[src/rtl/sdram_arbiter.sv]
// Two-port round-robin arbiter in front of a single-command SDRAM controller.
// One operation in flight at a time, guarded by a watchdog that sets a sticky error.
module sdram_arbiter #(
  parameter int ADDR_W  = 24,
  parameter int DATA_W  = 16,
  parameter int TIMEOUT = 1024
) (
  input  logic              clk,
  input  logic              rst,
  input  logic              p0_req,
  input  logic              p0_we,
  input  logic [ADDR_W-1:0] p0_addr,
  input  logic [DATA_W-1:0] p0_wdata,
  output logic              p0_gnt,
  output logic              p0_done,
  input  logic              p1_req,
  input  logic              p1_we,
  input  logic [ADDR_W-1:0] p1_addr,
  input  logic [DATA_W-1:0] p1_wdata,
  output logic              p1_gnt,
  output logic              p1_done,
  output logic [DATA_W-1:0] rdata,
  output logic              ctrl_req,
  output logic              ctrl_we,
  output logic [ADDR_W-1:0] ctrl_addr,
  output logic [DATA_W-1:0] ctrl_wdata,
  input  logic              ctrl_ack,
  input  logic              ctrl_done,
  input  logic [DATA_W-1:0] ctrl_rdata,
  output logic              err
);

  typedef enum logic [1:0] {IDLE = 2'd0, ISSUE = 2'd1, WAIT = 2'd2} state_t;

  localparam logic [15:0] TMO_LAST = 16'(TIMEOUT - 1);

  state_t      state_q;
  logic        last_q;
  logic        served_q;
  logic [15:0] cnt_q;
  logic        win_d;
  logic        any_req_d;
  logic        finish_d;
  logic        expire_d;

  // Round-robin winner and completion/timeout conditions for the current cycle.
  always_comb begin
    any_req_d = p0_req | p1_req;
    if (p0_req && p1_req) begin
      win_d = ~last_q;
    end else if (p1_req) begin
      win_d = 1'b1;
    end else begin
      win_d = 1'b0;
    end
    finish_d = ((state_q == ISSUE) && ctrl_ack && ctrl_done) ||
               ((state_q == WAIT) && ctrl_done);
    expire_d = !finish_d && (state_q != IDLE) && (cnt_q >= TMO_LAST);
  end

  // Control FSM; every output is a register updated here.
  always_ff @(posedge clk) begin
    if (rst) begin
      state_q    <= IDLE;
      last_q     <= 1'b1;
      served_q   <= 1'b0;
      cnt_q      <= 16'd0;
      p0_gnt     <= 1'b0;
      p1_gnt     <= 1'b0;
      p0_done    <= 1'b0;
      p1_done    <= 1'b0;
      rdata      <= '0;
      ctrl_req   <= 1'b0;
      ctrl_we    <= 1'b0;
      ctrl_addr  <= '0;
      ctrl_wdata <= '0;
      err        <= 1'b0;
    end else begin
      p0_gnt  <= 1'b0;
      p1_gnt  <= 1'b0;
      p0_done <= 1'b0;
      p1_done <= 1'b0;
      case (state_q)
        IDLE: begin
          // Controller strobes are ignored here; only requests matter.
          if (any_req_d) begin
            ctrl_we    <= win_d ? p1_we    : p0_we;
            ctrl_addr  <= win_d ? p1_addr  : p0_addr;
            ctrl_wdata <= win_d ? p1_wdata : p0_wdata;
            ctrl_req   <= 1'b1;
            p0_gnt     <= ~win_d;
            p1_gnt     <= win_d;
            last_q     <= win_d;
            served_q   <= win_d;
            cnt_q      <= 16'd0;
            state_q    <= ISSUE;
          end else begin
            state_q <= IDLE;
          end
        end
        ISSUE, WAIT: begin
          if (finish_d || expire_d) begin
            ctrl_req <= 1'b0;
            p0_done  <= ~served_q;
            p1_done  <= served_q;
            if (finish_d && !ctrl_we) begin
              rdata <= ctrl_rdata;
            end else begin
              rdata <= rdata;
            end
            if (expire_d) begin
              err <= 1'b1;
            end else begin
              err <= err;
            end
            state_q <= IDLE;
          end else begin
            cnt_q <= cnt_q + 16'd1;
            if ((state_q == ISSUE) && ctrl_ack) begin
              ctrl_req <= 1'b0;
              state_q  <= WAIT;
            end else begin
              state_q <= state_q;
            end
          end
        end
        default: begin
          ctrl_req <= 1'b0;
          state_q  <= IDLE;
        end
      endcase
    end
  end

endmodule

[config.mk]
export PLATFORM = sky130hd
export DESIGN_NAME = sdram_arbiter
export DESIGN_NICKNAME = d
export VERILOG_FILES = /design/src/rtl/sdram_arbiter.sv
export SDC_FILE = /design/constraint.sdc
export NUM_CORES = 1
export LEC_CHECK = 0
export CELL_PAD_IN_SITES_DETAIL_PLACEMENT = 0
export CELL_PAD_IN_SITES_GLOBAL_PLACEMENT = 1
export CORE_UTILIZATION = 30
export CTS_BUF_LIST = sky130_fd_sc_hd__clkbuf_8
export DETAILED_ROUTE_END_ITERATION = 8
export GPL_ROUTABILITY_DRIVEN = 0
export PLACE_DENSITY_LB_ADDON = 0.1
export SLEW_MARGIN = 20
export SYNTH_ARGS = -nofsm -noshare
export SYNTH_HDL_FRONTEND = slang
export SYNTH_SLANG_ARGS = --single-unit
[constraint.sdc]
create_clock -name clk -period 2.3 [get_ports clk]
set_input_delay 0.69 -clock clk [delete_from_list [all_inputs] [get_ports clk]]
set_output_delay 0.69 -clock clk [all_outputs]
set_load 0.02 [all_outputs]
# Word level (Yosys, flattened, before mapping)
# Cells that the tools add are included.
[totals]
register_bits = 83
latch_bits = 0
ram_bits = 0
mem_bits_ro = 0
inputBits = 104
out_inout_bits = 63
mem_count = 0
[classes]
addsub = 1
mul = 0
div_mod_pow = 0
order_cmp = 1
n_eq_ne = 5
n_shift = 0
mux = 16
bitwise = 8
n_reduce_logical = 22
[ops]
columns = ["cell", "count"]
rows = [
  ["16-bit two-way mux", 3],
  ["16-bit case mux with 2 select lines", 1],
  ["24-bit two-way mux", 1],
  ["16-bit by 1-bit adder with 16-bit output, second input constant", 1],
  ["16-bit by 10-bit greater-or-equal comparator with 1-bit output, second input constant", 1],
  ["3-bit AND reduction", 3],
  ["1-bit logical AND", 7],
  ["1-bit two-way mux", 7],
  ["1-bit NOT", 7],
  ["3-bit OR reduction", 2],
  ["2-bit two-way mux", 2],
  ["2-bit inequality test, second input constant", 2],
  ["2-bit case mux with 2 select lines", 1],
  ["2-bit AND reduction", 2],
  ["2-bit nonzero test", 2],
  ["3-bit inequality test, second input constant", 1],
  ["2-bit by 1-bit equality test with 1-bit output, second input constant", 1],
  ["2-bit equality test, second input constant", 1],
  ["1-bit logical NOT", 2],
  ["2-bit logical NOT", 1],
  ["1-bit logical OR", 2],
  ["1-bit case mux with 2 select lines", 1],
  ["2-bit OR reduction", 1],
  ["1-bit bitwise OR", 1],
]

# Logic depth before layout (Yosys ltp)
# Gate-level depths: netlist of run 1.
[depth]
depth_word = 10
mapped_depth = 9
ltp_nobuf = 7

# Worst setup path before layout of run 1
# OpenSTA, ideal clock, no wires.
[synth_path]
path_type = "input to register"
startpoint = "input ctrl_ack"
endpoint = "register cnt_q[6]"
setup_time_ns = 0.122
arrival_ns = 1.971
setup_slack_ns = 0.207
stages = 6
n_path_buf = 1
cell_sequence = "a21o_2 nand2_1 clkbuf_1 o2111ai_1 and4_1 a311o_1"
[synth_between]
elab_chain_cells = 9
[synth_lines]
columns = ["item", "line", "rtl"]
rows = [
  ["start, declared", "27", "input logic ctrl_ack,"],
  ["1-bit logical AND (*) (2 in a row)", "56", "finish_d = ((state_q == ISSUE) && ctrl_ack && ctrl_done) ||"],
  ["1-bit logical OR (*)", "56", ""],
  ["1-bit logical NOT", "58", "expire_d = !finish_d && (state_q != IDLE) && (cnt_q >= TMO_LAST);"],
  ["1-bit logical AND (2 in a row)", "58", ""],
  ["1-bit logical OR (*)", "102", "if (finish_d || expire_d) begin"],
  ["2-bit inequality test (no line) (*)", "--", ""],
  ["3-bit AND reduction (no line) (*)", "--", ""],
  ["end signal, assigned", "118", "cnt_q <= cnt_q + 16'd1;"],
  ["end, declared", "40", "logic [15:0] cnt_q;"],
]
# Every way passes the cells marked *; elsewhere a longest branch is shown, timed or not.
# A chain may end at the register's enable or synchronous reset.

# Worst setup path in the final report of run 1
[layout_path]
startpoint = "input ctrl_ack"
endpoint = "register cnt_q[13]"
# Same word-level chain as after synthesis.

==> results of run 1 <==
-- through the flow --
stage	instances	setup WS (ns)	setup TNS, ns
floorplan	428	0.207	0
CTS	778	0.216	0
detailed placement	762	-0.172	-2.69
global route	778	0.118	0
global placement	762	-0.173	-2.39
finish	778	0.214	0
-- per-layer routing --
metal	track usage	part of all wire	wire length [µm]
met1	0.212	0.44	4930
met2	0.280	0.46	5070
met3	0.0746	0.089	991
met4	0.0589	0.013	148
met5	0	0	0
-- cell families after synthesis --
kind of cell / count (synthesis) / share of synthesized area
AND/OR/NAND/NOR: 147 / 0.188
buffers and inverters: 42 / 0.0471
flip-flops: 83 / 0.437
AO/OA/AOI/OAI: 110 / 0.203
adder cells (fa/ha/maj): 5 / 0.0165
multiplexers: 41 / 0.108
-- registers in the layout (all words and copies together) (netlist names) --
signal / flops
p1_gnt: 1
err: 1
ctrl_addr: 24
ctrl_we: 1
ctrl_req: 1
last_q: 1
cnt_q: 16
p1_done: 1
state_q: 2
served_q: 1
p0_done: 1
p0_gnt: 1
ctrl_wdata: 16
rdata: 16
-- power breakdown --
group,switching (mW),leakage [nW],total (mW),internal [mW]
Sequential,0.0669,0.681,1.63,1.56
Clock,0.540,0.110,1.10,0.556
Combinational,0.548,1.49,1.12,0.574
-- cells in the mapped netlist, drive strengths merged (3+ instances only) --
library cell	n
a211o	3
a211oi	41
a21o	3
a21oi	26
a31oi	7
and3	7
and4	3
buf	13
clkbuf	20
dfxtp	83
ha	5
inv	9
mux2i	41
nand2	44
nand3	10
nand4	3
nor2	55
nor3	4
nor4	6
o2111ai	3
o21ai	8
or3	6
or4	4
-- area by class of cell --
cell class                 count  area (µm²)  share of cell area
clock inverter                 5        52.6             0.00869
multi-input combinational    303        1980               0.328
sequential                    83        1660               0.275
timing repair buffer         199        1950               0.323
inverter                       9        33.8             0.00559
clock buffer                  11         151              0.0250
tap                          168         210              0.0348
-- how the worst min path moves through the flow --
stage / from / end / slack [ns] / cells past startpoint
after detailed placement: rdata[11] / rdata[11] / 0.45 / 2
after global routing: rdata[12] / rdata[12] / 0.48 / 2
after floorplan: served_q / p0_done / 0.40 / 1
after CTS: rdata[11] / rdata[11] / 0.46 / 2
final: rdata[4] / rdata[4] / 0.46 / 2
after global placement: rdata[5] / rdata[5] / 0.44 / 2
-- worst register-to-register path, cell delays in order, from the launching register on --
cell and delay (ns):
dfxtp_1 0.39, inv_1 0.08, ha_1 0.22, or4_4 0.63
nand3_4 0.15, buf_4 0.14, nor4_1 0.04, a311o_1 0.32
-- cell usage in the layout (no fill, tap or decap), types with 2 or more instances in the layout --
cell             netlist  final
nor3_1                 4      3
inv_1                  8      9
a21oi_1               26     26
mux2i_1               41     41
or3_1                  6      6
a311o_1                2      2
o21ai_0                7      7
clkbuf_8               0     11
a211o_1                3      3
a211oi_1              41     41
nand3_1                8      8
ha_1                   5      5
o2111ai_1              3      3
buf_4                  0     29
a31oi_1                7      7
a21o_2                 2      2
or4_1                  3      3
clkdlybuf4s50_1        0    165
o41ai_1                2      2
nor4_1                 5      5
and4_1                 2      2
buf_12                 0      4
dfxtp_1               83     83
nor2_1                55     55
nand2_1               44     44
o211ai_1               2      2
o311a_1                2      2
and3_1                 6      6
nand3_4                2      2
nand4_1                2      2
clkinv_2               0      2
==> insert_results.sql, run 1 <==
INSERT INTO impl_metrics (metric_group, metric, value, unit) VALUES
('worst_setup_path', 'critical_path.startpoint', 'ctrl_ack', ''),
('timing', 'grt_setup_unrepaired', 'no', ''),
('worst_setup_path', 'path_delay_family', 'compound AO/OA/AOI/OAI gates', ''),
('power_and_ir_drop', 'powerDensity', '636', 'nW/µm²'),
('worst_setup_path', 'cpMaxStageDelayCell', 'clkdlybuf4s50_1', ''),
('worst_setup_path', 'timing.critical_path.slowest_cell_delay', '0.42', 'ns'),
('worst_setup_path', 'timing.critical_path.required', '2.56', 'ns'),
('yosys', 'synthesis.area_per_instance', '8.88', 'µm²'),
('cts', 'cts_hold_repair.buffers', '0', ''),
('power_and_ir_drop', 'peakVddDrop', '0.271', 'mV'),
('worst_setup_path', 'timing.critical_path.arrival', '2.35', 'ns'),
('detailed_routing', 'dr_total_vias', '3755', ''),
('worst_setup_path', 'path_cells', 'clkdlybuf4s50_1 > a21o_2 > a21oi_1 > nand3_4 > o311a_1 > a211o_1', ''),
('timing', 'worst_slew_pin_slew', '0.463', 'ns'),
('timing', 'report.final.hold_viol_count', '0', ''),
('worst_setup_path', 'timing.critical_path.to_type', 'register', ''),
('placed_design', 'dpl.hpwl', '8420', 'µm'),
('worst_setup_path', 'worst_setup_path_endpoint', 'cnt_q[13]', ''),
('floorplanning', 'floorplan.die_area', '13100', 'µm²'),
('worst_setup_path', 'ff2ff_path_depth', '7', ''),
('cts', 'insertion_delay', '0.37', 'ns'),
('yosys', 'top_ff_cell_synth', 'dfxtp_1', ''),
('timing', 'maxClockFrequency', '479', 'MHz'),
('worst_setup_path', 'timing.reg2reg.setup_slack', '0.22', 'ns'),
('floorplanning', 'start_util', '0.313', ''),
('timing', 'hold_slack', '0.456', 'ns'),
('timing', 'slew_viol_final', '0', ''),
('cts', 'numCtsBuffers', '9', ''),
('worst_setup_path', 'r2r_end', 'cnt_q[3]', ''),
('worst_setup_path', 'critical_path_depth', '6', ''),
('timing', 'report.final.setup_viol', '0', ''),
('global_route', 'grt_pass1_wl', '17900', 'µm'),
('finish', 'drive_above_1_share', '0.108', ''),
('placed_design', 'port_buffers', '166', ''),
('cts', 'cts_clk_pin_slew_worst_paths', '0.08', 'ns'),
('status', 'status', 'complete, no violations', ''),
('cts', 'cts.repair_timing.setup_buffer_count', '0', ''),
('detailed_routing', 'drt_first_iter_violations', '173', ''),
('global_route', 'grt_start_max_net_pins', '46', ''),
('floorplanning', 'die_outline_height', '115', 'µm'),
('finish', 'area_growth', '59.1', '%'),
('placed_design', 'placed_area', '5840', 'µm²'),
('floorplanning', 'floorplan.rows', '40', ''),
('power_and_ir_drop', 'report.power.total', '3.85', 'mW'),
('worst_setup_path', 'worst-path-buf-inv', '1', ''),
('global_route', 'grt_pass1_vias', '3616', ''),
('finish', 'nets', '714', ''),
('yosys', 'synth-async-reset-ratio', '0', ''),
('cts', 'clkSinkCount', '83', ''),
('floorplanning', 'fp.dieW', '115', 'µm'),
('detailed_routing', 'drt-wirelength-per-cell', '14.3', 'µm'),
('global_route', 'grt.total_usage', '0.176', ''),
('hold_path', 'min_path_type', 'reg2reg', ''),
('cts', 'cts_resized', '0', ''),
('floorplanning', 'pin_count', '167', ''),
('yosys', 'syn_inst', '428', ''),
('detailed_routing', 'drtAntennaViolNets', '0', ''),
('yosys', 'synth-seq-cells', '83', ''),
('cts', 'clock_tree.buffer_depth', '2', ''),
('yosys', 'synth_nets', '537', ''),
('run', 'cap_viol_max_count', '0', ''),
('finish', 'fin_util', '0.497', ''),
('yosys', 'netlist-cell-type-count', '54', ''),
('detailed_routing', 'wl', '11100', 'µm'),
('finish', 'num_antenna_cells', '0', ''),
('cts', 'count_of_h_tree_levels_built_during_cts', '3', ''),
('power_and_ir_drop', 'power_leakage', '2.28', 'nW'),
('worst_setup_path', 'worstReg2RegStart', 'state_q[0]', ''),
('detailed_routing', 'drcViolationCount', '0', ''),
('global_route', 'grt-ovfl-total', '0', ''),
('timing', 'min_period', '2.09', 'ns');
(Power assumes the default switching activity.)
==> inputs of run 2 (changes only) <==
Settings changed: CORE_UTILIZATION 30 to 31, CTS_BUF_LIST sky130_fd_sc_hd__clkbuf_8 to sky130_fd_sc_hd__clkbuf_4, RECOVER_POWER set to 25.
==> insert_results.sql, run 2 (synthesized netlist as in run 1, its figures left out) <==
INSERT INTO impl_metrics (metric_group, metric, value, unit) VALUES
('status', 'status', 'complete, no violations', ''),
('worst_setup_path', 'critPathLaunchType', 'input port', ''),
('global_route', 'met3_usage', '0.0552', ''),
('cts', 'cts_tree', 'yes', ''),
('power_and_ir_drop', 'p_seq_frac', '0.471', ''),
('finish', 'fillCellCount', '1191', ''),
('global_route', 'grt_most_used_layer', 'met2', ''),
('cts', 'cts_clk_pin_slew_worst_paths', '0.13', 'ns'),
('worst_setup_path', 'worst_setup_path_endpoint', 'ctrl_wdata[5]', ''),
('cts', 'cts_resized', '0', ''),
('finish', 'fin_util', '0.492', ''),
('finish', 'mostFrequentLayoutCell', 'clkdlybuf4s50_1', ''),
('finish', 'layout.cells.most_common_list', 'clkdlybuf4s50_1, dfxtp_1, nor2_1', ''),
('timing', 'report.final.hold_viol_count', '0', ''),
('worst_setup_path', 'critical_path.startpoint', 'p1_req', ''),
('cts', 'clkSinkCount', '83', ''),
('worst_setup_path', 'worst-path-buf-inv', '3', ''),
('floorplanning', 'floorplan.rows', '40', ''),
('timing', 'final.setup_skew', '0.0199', 'ns'),
('worst_setup_path', 'r2r_end', 'cnt_q[3]', ''),
('timing', 'max-slew-margin-rel', '0.576', ''),
('cts', 'insertion_delay', '0.43', 'ns'),
('hold_path', 'min_path_type', 'reg2reg', ''),
('timing', 'worst_slew_pin_slew', '0.635', 'ns'),
('finish', 'final_design_area_no_fill', '5890', 'µm²'),
('power_and_ir_drop', 'peakVddDrop', '0.210', 'mV'),
('cts', 'count_of_h_tree_levels_built_during_cts', '3', ''),
('worst_setup_path', 'cpMaxStageDelayCell', 'a21boi_1', ''),
('floorplanning', 'fp.dieW', '113', 'µm'),
('worst_setup_path', 'timing.critical_path.required', '2.62', 'ns'),
('global_route', 'use_met2', '0.285', ''),
('global_route', 'globalRouteMet1Util', '0.217', ''),
('worst_setup_path', 'startpoint_to_endpoint_class_of_the_critical_path', 'in2reg', ''),
('global_route', 'grt_antenna_before_repair', '0', ''),
('run', 'cap_viol_max_count', '0', ''),
('worst_setup_path', 'timing.critical_path.arrival', '2.46', 'ns'),
('timing', 'min_period_over_period', '0.933', ''),
('power_and_ir_drop', 'powerDensity', '588', 'nW/µm²'),
('detailed_routing', 'drt_first_iter_violations', '147', ''),
('power_and_ir_drop', 'power_leakage', '2.22', 'nW'),
('worst_setup_path', 'ff2ff_path_depth', '7', ''),
('timing', 'min_period', '2.15', 'ns'),
('floorplanning', 'start_util', '0.318', ''),
('detailed_routing', 'dr_total_vias', '3735', ''),
('floorplanning', 'floorplan.die_area', '12700', 'µm²'),
('placed_design', 'dpl.hpwl', '8190', 'µm'),
('finish', 'max_ffs_per_register', '24', ''),
('detailed_routing', 'drt-wirelength-per-cell', '14.4', 'µm'),
('worst_setup_path', 'path_delay_family', 'buffers and inverters', ''),
('finish', 'num_antenna_cells', '0', ''),
('power_and_ir_drop', 'power_switching', '1.10', 'mW'),
('detailed_routing', 'wl', '10900', 'µm'),
('worst_setup_path', 'timing.critical_path.to_type', 'register', ''),
('cts', 'cts.repair_timing.setup_buffer_count', '0', ''),
('detailed_routing', 'drtAntennaViolNets', '0', ''),
('cts', 'cts_hold_repair.buffers', '0', ''),
('timing', 'hold_slack', '0.462', 'ns'),
('worst_setup_path', 'timing.reg2reg.setup_slack', '0.23', 'ns'),
('cts', 'clock_tree.buffer_depth', '2', ''),
('worst_setup_path', 'worstReg2RegStart', 'state_q[0]', ''),
('placed_design', 'port_buffers', '166', ''),
('timing', 'report.final.setup_viol', '0', ''),
('worst_setup_path', 'critical_path_depth', '6', ''),
('worst_setup_path', 'path_cells', 'clkdlybuf4s50_1 > buf_4 > a21boi_1 > buf_12 > mux2i_1 > a211oi_1', ''),
('timing', 'maxClockFrequency', '466', 'MHz'),
('global_route', 'grt-ovfl-total', '0', ''),
('global_route', 'grt_pass1_wl', '17700', 'µm'),
('finish', 'area_growth', '54.9', '%'),
('floorplanning', 'floorplan_core_area', '12000', 'µm²'),
('global_route', 'grt.total_usage', '0.177', ''),
('power_and_ir_drop', 'swShare', '0.318', ''),
('worst_setup_path', 'timing.critical_path.slowest_cell_delay', '0.53', 'ns'),
('timing', 'grt_setup_unrepaired', 'no', ''),
('global_route', 'grt_pass1_vias', '3653', ''),
('timing', 'slew_viol_final', '0', ''),
('detailed_routing', 'vias_per_cell', '4.96', ''),
('finish', 'largest_register_by_flop_count', 'ctrl_addr', ''),
('floorplanning', 'die_outline_height', '113', 'µm'),
('power_and_ir_drop', 'share_clk_of_total_power', '0.213', ''),
('finish', 'nets', '710', ''),
('cts', 'numCtsBuffers', '9', ''),
('power_and_ir_drop', 'report.power.total', '3.46', 'mW'),
('detailed_routing', 'drcViolationCount', '0', ''),
('power_and_ir_drop', 'share_comb_of_total_power', '0.316', ''),
('power_and_ir_drop', 'p_int', '2.36', 'mW'),
('finish', 'drive_above_1_share', '0.101', ''),
('cts', 'cts.root.buffer_cell', 'clkbuf_4', ''),
('worst_setup_path', 'critical_path_peak_fanout', '16', ''),
('detailed_routing', 'first_pass_iters', '4', ''),
('floorplanning', 'pin_count', '167', ''),
('global_route', 'grt_start_max_net_pins', '63', ''),
('placed_design', 'placed_area', '5790', 'µm²');
==> run 2: layer usage <==
metal	part of all wire	routed length, µm	vias to the layer above
met3	0.089	972	17
met1	0.43	4710	1670
met2	0.46	4950	130
li1	-	-	1918
met4	0.021	229	0
met5	0	0	-
==> run 2: cell type report <==
type                            count  area (µm²)  area share
Clock inverter                      5        30.0     0.00510
Timing Repair Buffer              195        1920       0.327
Multi-Input combinational cell    303        1970       0.335
Clock buffer                       11        82.6      0.0140
Tap cell                          147         184      0.0312
Sequential cell                    83        1660       0.282
Inverter                            9        33.8     0.00574
==> run 2: power groups by stage <==
stage | registers [mW] | logic [mW] | clock network (mW)
after detailed placement | 1.66 | 1.11 | 0
final | 1.63 | 1.10 | 0.738
after global routing | 1.65 | 1.19 | 0.844
after CTS | 1.63 | 1.12 | 0.775
after global placement | 1.66 | 1.11 | 0
after floorplan | 1.79 | 0.394 | 0
==> run 2: worst register-to-register path: cells and delay by family, from the launching register on <==
family,cells,cell delay [ns]
simple gates,3,0.81
compound gates,1,0.31
flops,1,0.41
fa+ha+maj,1,0.23
buf+inv,2,0.21
==> run 2: worst min-delay path by stage <==
| stage | depth (start not counted) | start | to | slack, ns |
|---|---|---|---|---|
| final | 2 | rdata[12] | rdata[12] | 0.46 |
| after global routing | 2 | rdata[8] | rdata[8] | 0.49 |
| after CTS | 2 | rdata[12] | rdata[12] | 0.47 |
| after detailed placement | 2 | rdata[12] | rdata[12] | 0.45 |
| after global placement | 2 | rdata[2] | rdata[2] | 0.44 |
| after floorplan | 1 | served_q | p0_done | 0.40 |
==> run 2: through the flow <==
| step | TNS (ns) | worst slack, ns | std cells |
|---|---|---|---|
| after floorplan | 0 | 0.207 | 428 |
| after global placement | -2.36 | -0.166 | 737 |
| after detailed placement | -2.72 | -0.181 | 737 |
| after CTS | 0 | 0.00951 | 753 |
| after global routing | 0 | 0.0667 | 753 |
| final | 0 | 0.154 | 753 |
==> inputs of run 3 (changes only) <==
Settings changed: SLEW_MARGIN 20 to unset.
Clock period 2.3 ns to 2.2 ns, I/O delays scaled along.
==> insert_results.sql, run 3 (synthesized netlist as in run 1, its figures left out) <==
INSERT INTO impl_metrics (metric_group, metric, value, unit) VALUES
('power_and_ir_drop', 'report.power.total', '3.63', 'mW'),
('global_route', 'grt_pass1_vias', '3607', ''),
('placed_design', 'pre_cts_ws', '-0.253', 'ns'),
('timing', 'timing.setup.tns', '0', 'ns'),
('floorplanning', 'start_util', '0.318', ''),
('run', 'cap_viol_max_count', '0', ''),
('timing', 'report.final.hold_viol_count', '0', ''),
('worst_setup_path', 'timing.critical_path.slowest_cell_delay', '0.63', 'ns'),
('cts', 'cts_clk_pin_slew_worst_paths', '0.13', 'ns'),
('finish', 'max_ffs_per_register', '24', ''),
('timing', 'worst_slew_pin_slew', '0.495', 'ns'),
('worst_setup_path', 'path_delay_family', 'buffers and inverters', ''),
('timing', 'grt_setup_unrepaired', 'no', ''),
('power_and_ir_drop', 'powerDensity', '620', 'nW/µm²'),
('floorplanning', 'floorplan.die_area', '12700', 'µm²'),
('global_route', 'globalRouteMet1Util', '0.198', ''),
('floorplanning', 'die_outline_height', '113', 'µm'),
('worst_setup_path', 'timing.critical_path.to_type', 'output port', ''),
('worst_setup_path', 'path_cells', 'clkdlybuf4s50_1', ''),
('worst_setup_path', 'worst-path-buf-inv', '1', ''),
('timing', 'final.setup_skew', '0.0191', 'ns'),
('placed_design', 'port_buffers', '166', ''),
('global_route', 'grt_most_used_layer', 'met2', ''),
('floorplanning', 'floorplan.rows', '40', ''),
('cts', 'numCtsBuffers', '9', ''),
('global_route', 'grt_antenna_before_repair', '0', ''),
('timing', 'maxClockFrequency', '478', 'MHz'),
('detailed_routing', 'vias_per_cell', '5.01', ''),
('finish', 'fin_util', '0.489', ''),
('cts', 'count_of_h_tree_levels_built_during_cts', '3', ''),
('cts', 'clock_tree.buffer_depth', '2', ''),
('detailed_routing', 'drt-wirelength-per-cell', '14.5', 'µm'),
('detailed_routing', 'wl', '10900', 'µm'),
('worst_setup_path', 'critPathLaunchType', 'register', ''),
('worst_setup_path', 'cpMaxStageDelayCell', 'clkdlybuf4s50_1', ''),
('cts', 'cts.root.buffer_cell', 'clkbuf_4', ''),
('timing', 'slew_viol_final', '0', ''),
('global_route', 'use_met2', '0.294', ''),
('finish', 'largest_register_by_flop_count', 'ctrl_addr', ''),
('detailed_routing', 'drtAntennaViolNets', '0', ''),
('finish', 'nets', '707', ''),
('global_route', 'grt_pass1_wl', '17300', 'µm'),
('finish', 'seqCellArea', '1660', 'µm²'),
('placed_design', 'post-place-cells', '734', ''),
('status', 'status', 'complete, no violations', ''),
('placed_design', 'placed_area', '5770', 'µm²'),
('hold_path', 'min_path_type', 'reg2reg', ''),
('floorplanning', 'floorplan_core_area', '12000', 'µm²'),
('finish', 'num_antenna_cells', '0', ''),
('power_and_ir_drop', 'power_leakage', '2.20', 'nW'),
('finish', 'fillCellCount', '1176', ''),
('detailed_routing', 'drcViolationCount', '0', ''),
('floorplanning', 'pin_count', '167', ''),
('timing', 'post-route-worst-setup-slack', '0.107', 'ns'),
('cts', 'clkSinkCount', '83', ''),
('timing', 'max-slew-margin-rel', '0.670', ''),
('power_and_ir_drop', 'peakVddDrop', '0.291', 'mV'),
('global_route', 'grt_start_max_net_pins', '40', ''),
('finish', 'multi_input_comb_area', '1970', 'µm²'),
('worst_setup_path', 'critical_path_peak_fanout', '2', ''),
('finish', 'layout.cells.most_common_list', 'clkdlybuf4s50_1, dfxtp_1, nor2_1', ''),
('timing', 'hold_slack', '0.460', 'ns'),
('timing', 'min_period_over_period', '0.951', ''),
('detailed_routing', 'first_pass_iters', '4', ''),
('worst_setup_path', 'timing.critical_path.arrival', '1.43', 'ns'),
('finish', 'finish.cell_count_without_fillers', '749', ''),
('worst_setup_path', 'timing.critical_path.required', '1.54', 'ns'),
('cts', 'cts.repair_timing.setup_buffer_count', '0', ''),
('placed_design', 'dpl.hpwl', '8000', 'µm'),
('timing', 'report.final.setup_viol', '0', ''),
('timing', 'min_period', '2.09', 'ns'),
('finish', 'area_growth', '54.0', '%'),
('finish', 'final_design_area_no_fill', '5850', 'µm²'),
('finish', 'drive_above_1_share', '0.0930', ''),
('cts', 'cts_tree', 'yes', ''),
('detailed_routing', 'drt_first_iter_violations', '122', ''),
('global_route', 'met3_usage', '0.0611', ''),
('finish', 'mostFrequentLayoutCell', 'clkdlybuf4s50_1', ''),
('cts', 'insertion_delay', '0.45', 'ns'),
('global_route', 'grt.total_usage', '0.175', ''),
('worst_setup_path', 'startpoint_to_endpoint_class_of_the_critical_path', 'reg2out', ''),
('global_route', 'grt-ovfl-total', '0', ''),
('detailed_routing', 'dr_total_vias', '3753', ''),
('floorplanning', 'fp.dieW', '113', 'µm');
[run 3: cell types whose count changed in the layout (fill, tap and decap cells not counted), sizes merged]
cell and change:
buf -4, clkbuf +2, clkinv -1, clkinvlp -1
dlygate4sd2 +1, dlymetal6s2s -1
[run 3: per-layer routing]
metal / wire length, µm / share of wire
met5: 0 / 0
met3: 967 / 0.089
met4: 250 / 0.023
met2: 5090 / 0.47
met1: 4550 / 0.42
[run 3: layout make-up]
| class | instances | area share |
|---|---|---|
| Inverter | 9 | 0.00577 |
| Clock inverter | 3 | 0.00278 |
| Multi-Input combinational cell | 303 | 0.337 |
| Clock buffer | 12 | 0.0154 |
| Tap cell | 147 | 0.0314 |
| Sequential cell | 83 | 0.284 |
| Timing Repair Buffer | 192 | 0.324 |
[run 3: final timing paths]
path,start,cells past startpoint,to,slack (ns)
worst max-delay path,ctrl_wdata[14],1,ctrl_wdata[14],0.11
worst min-delay path,rdata[10],2,rdata[10],0.46
worst min register to register,rdata[10],2,rdata[10],0.46
worst max register to register,state_q[0],7,cnt_q[13],0.17
[run 3: repair_timing]
action	4_1_cts	5_1_grt
resized for setup	1	0
hold buffers	0	0
setup endpoints to repair	1	0
endpoints found under the hold margin	0	0
[run 3: power breakdown]
part	total (mW)	switching (mW)	leakage, nW	internal [mW]
Combinational	1.15	0.565	1.45	0.580
Sequential	1.70	0.0711	0.681	1.63
Clock	0.783	0.523	0.0608	0.260
Total	3.63	1.16	2.20	2.47
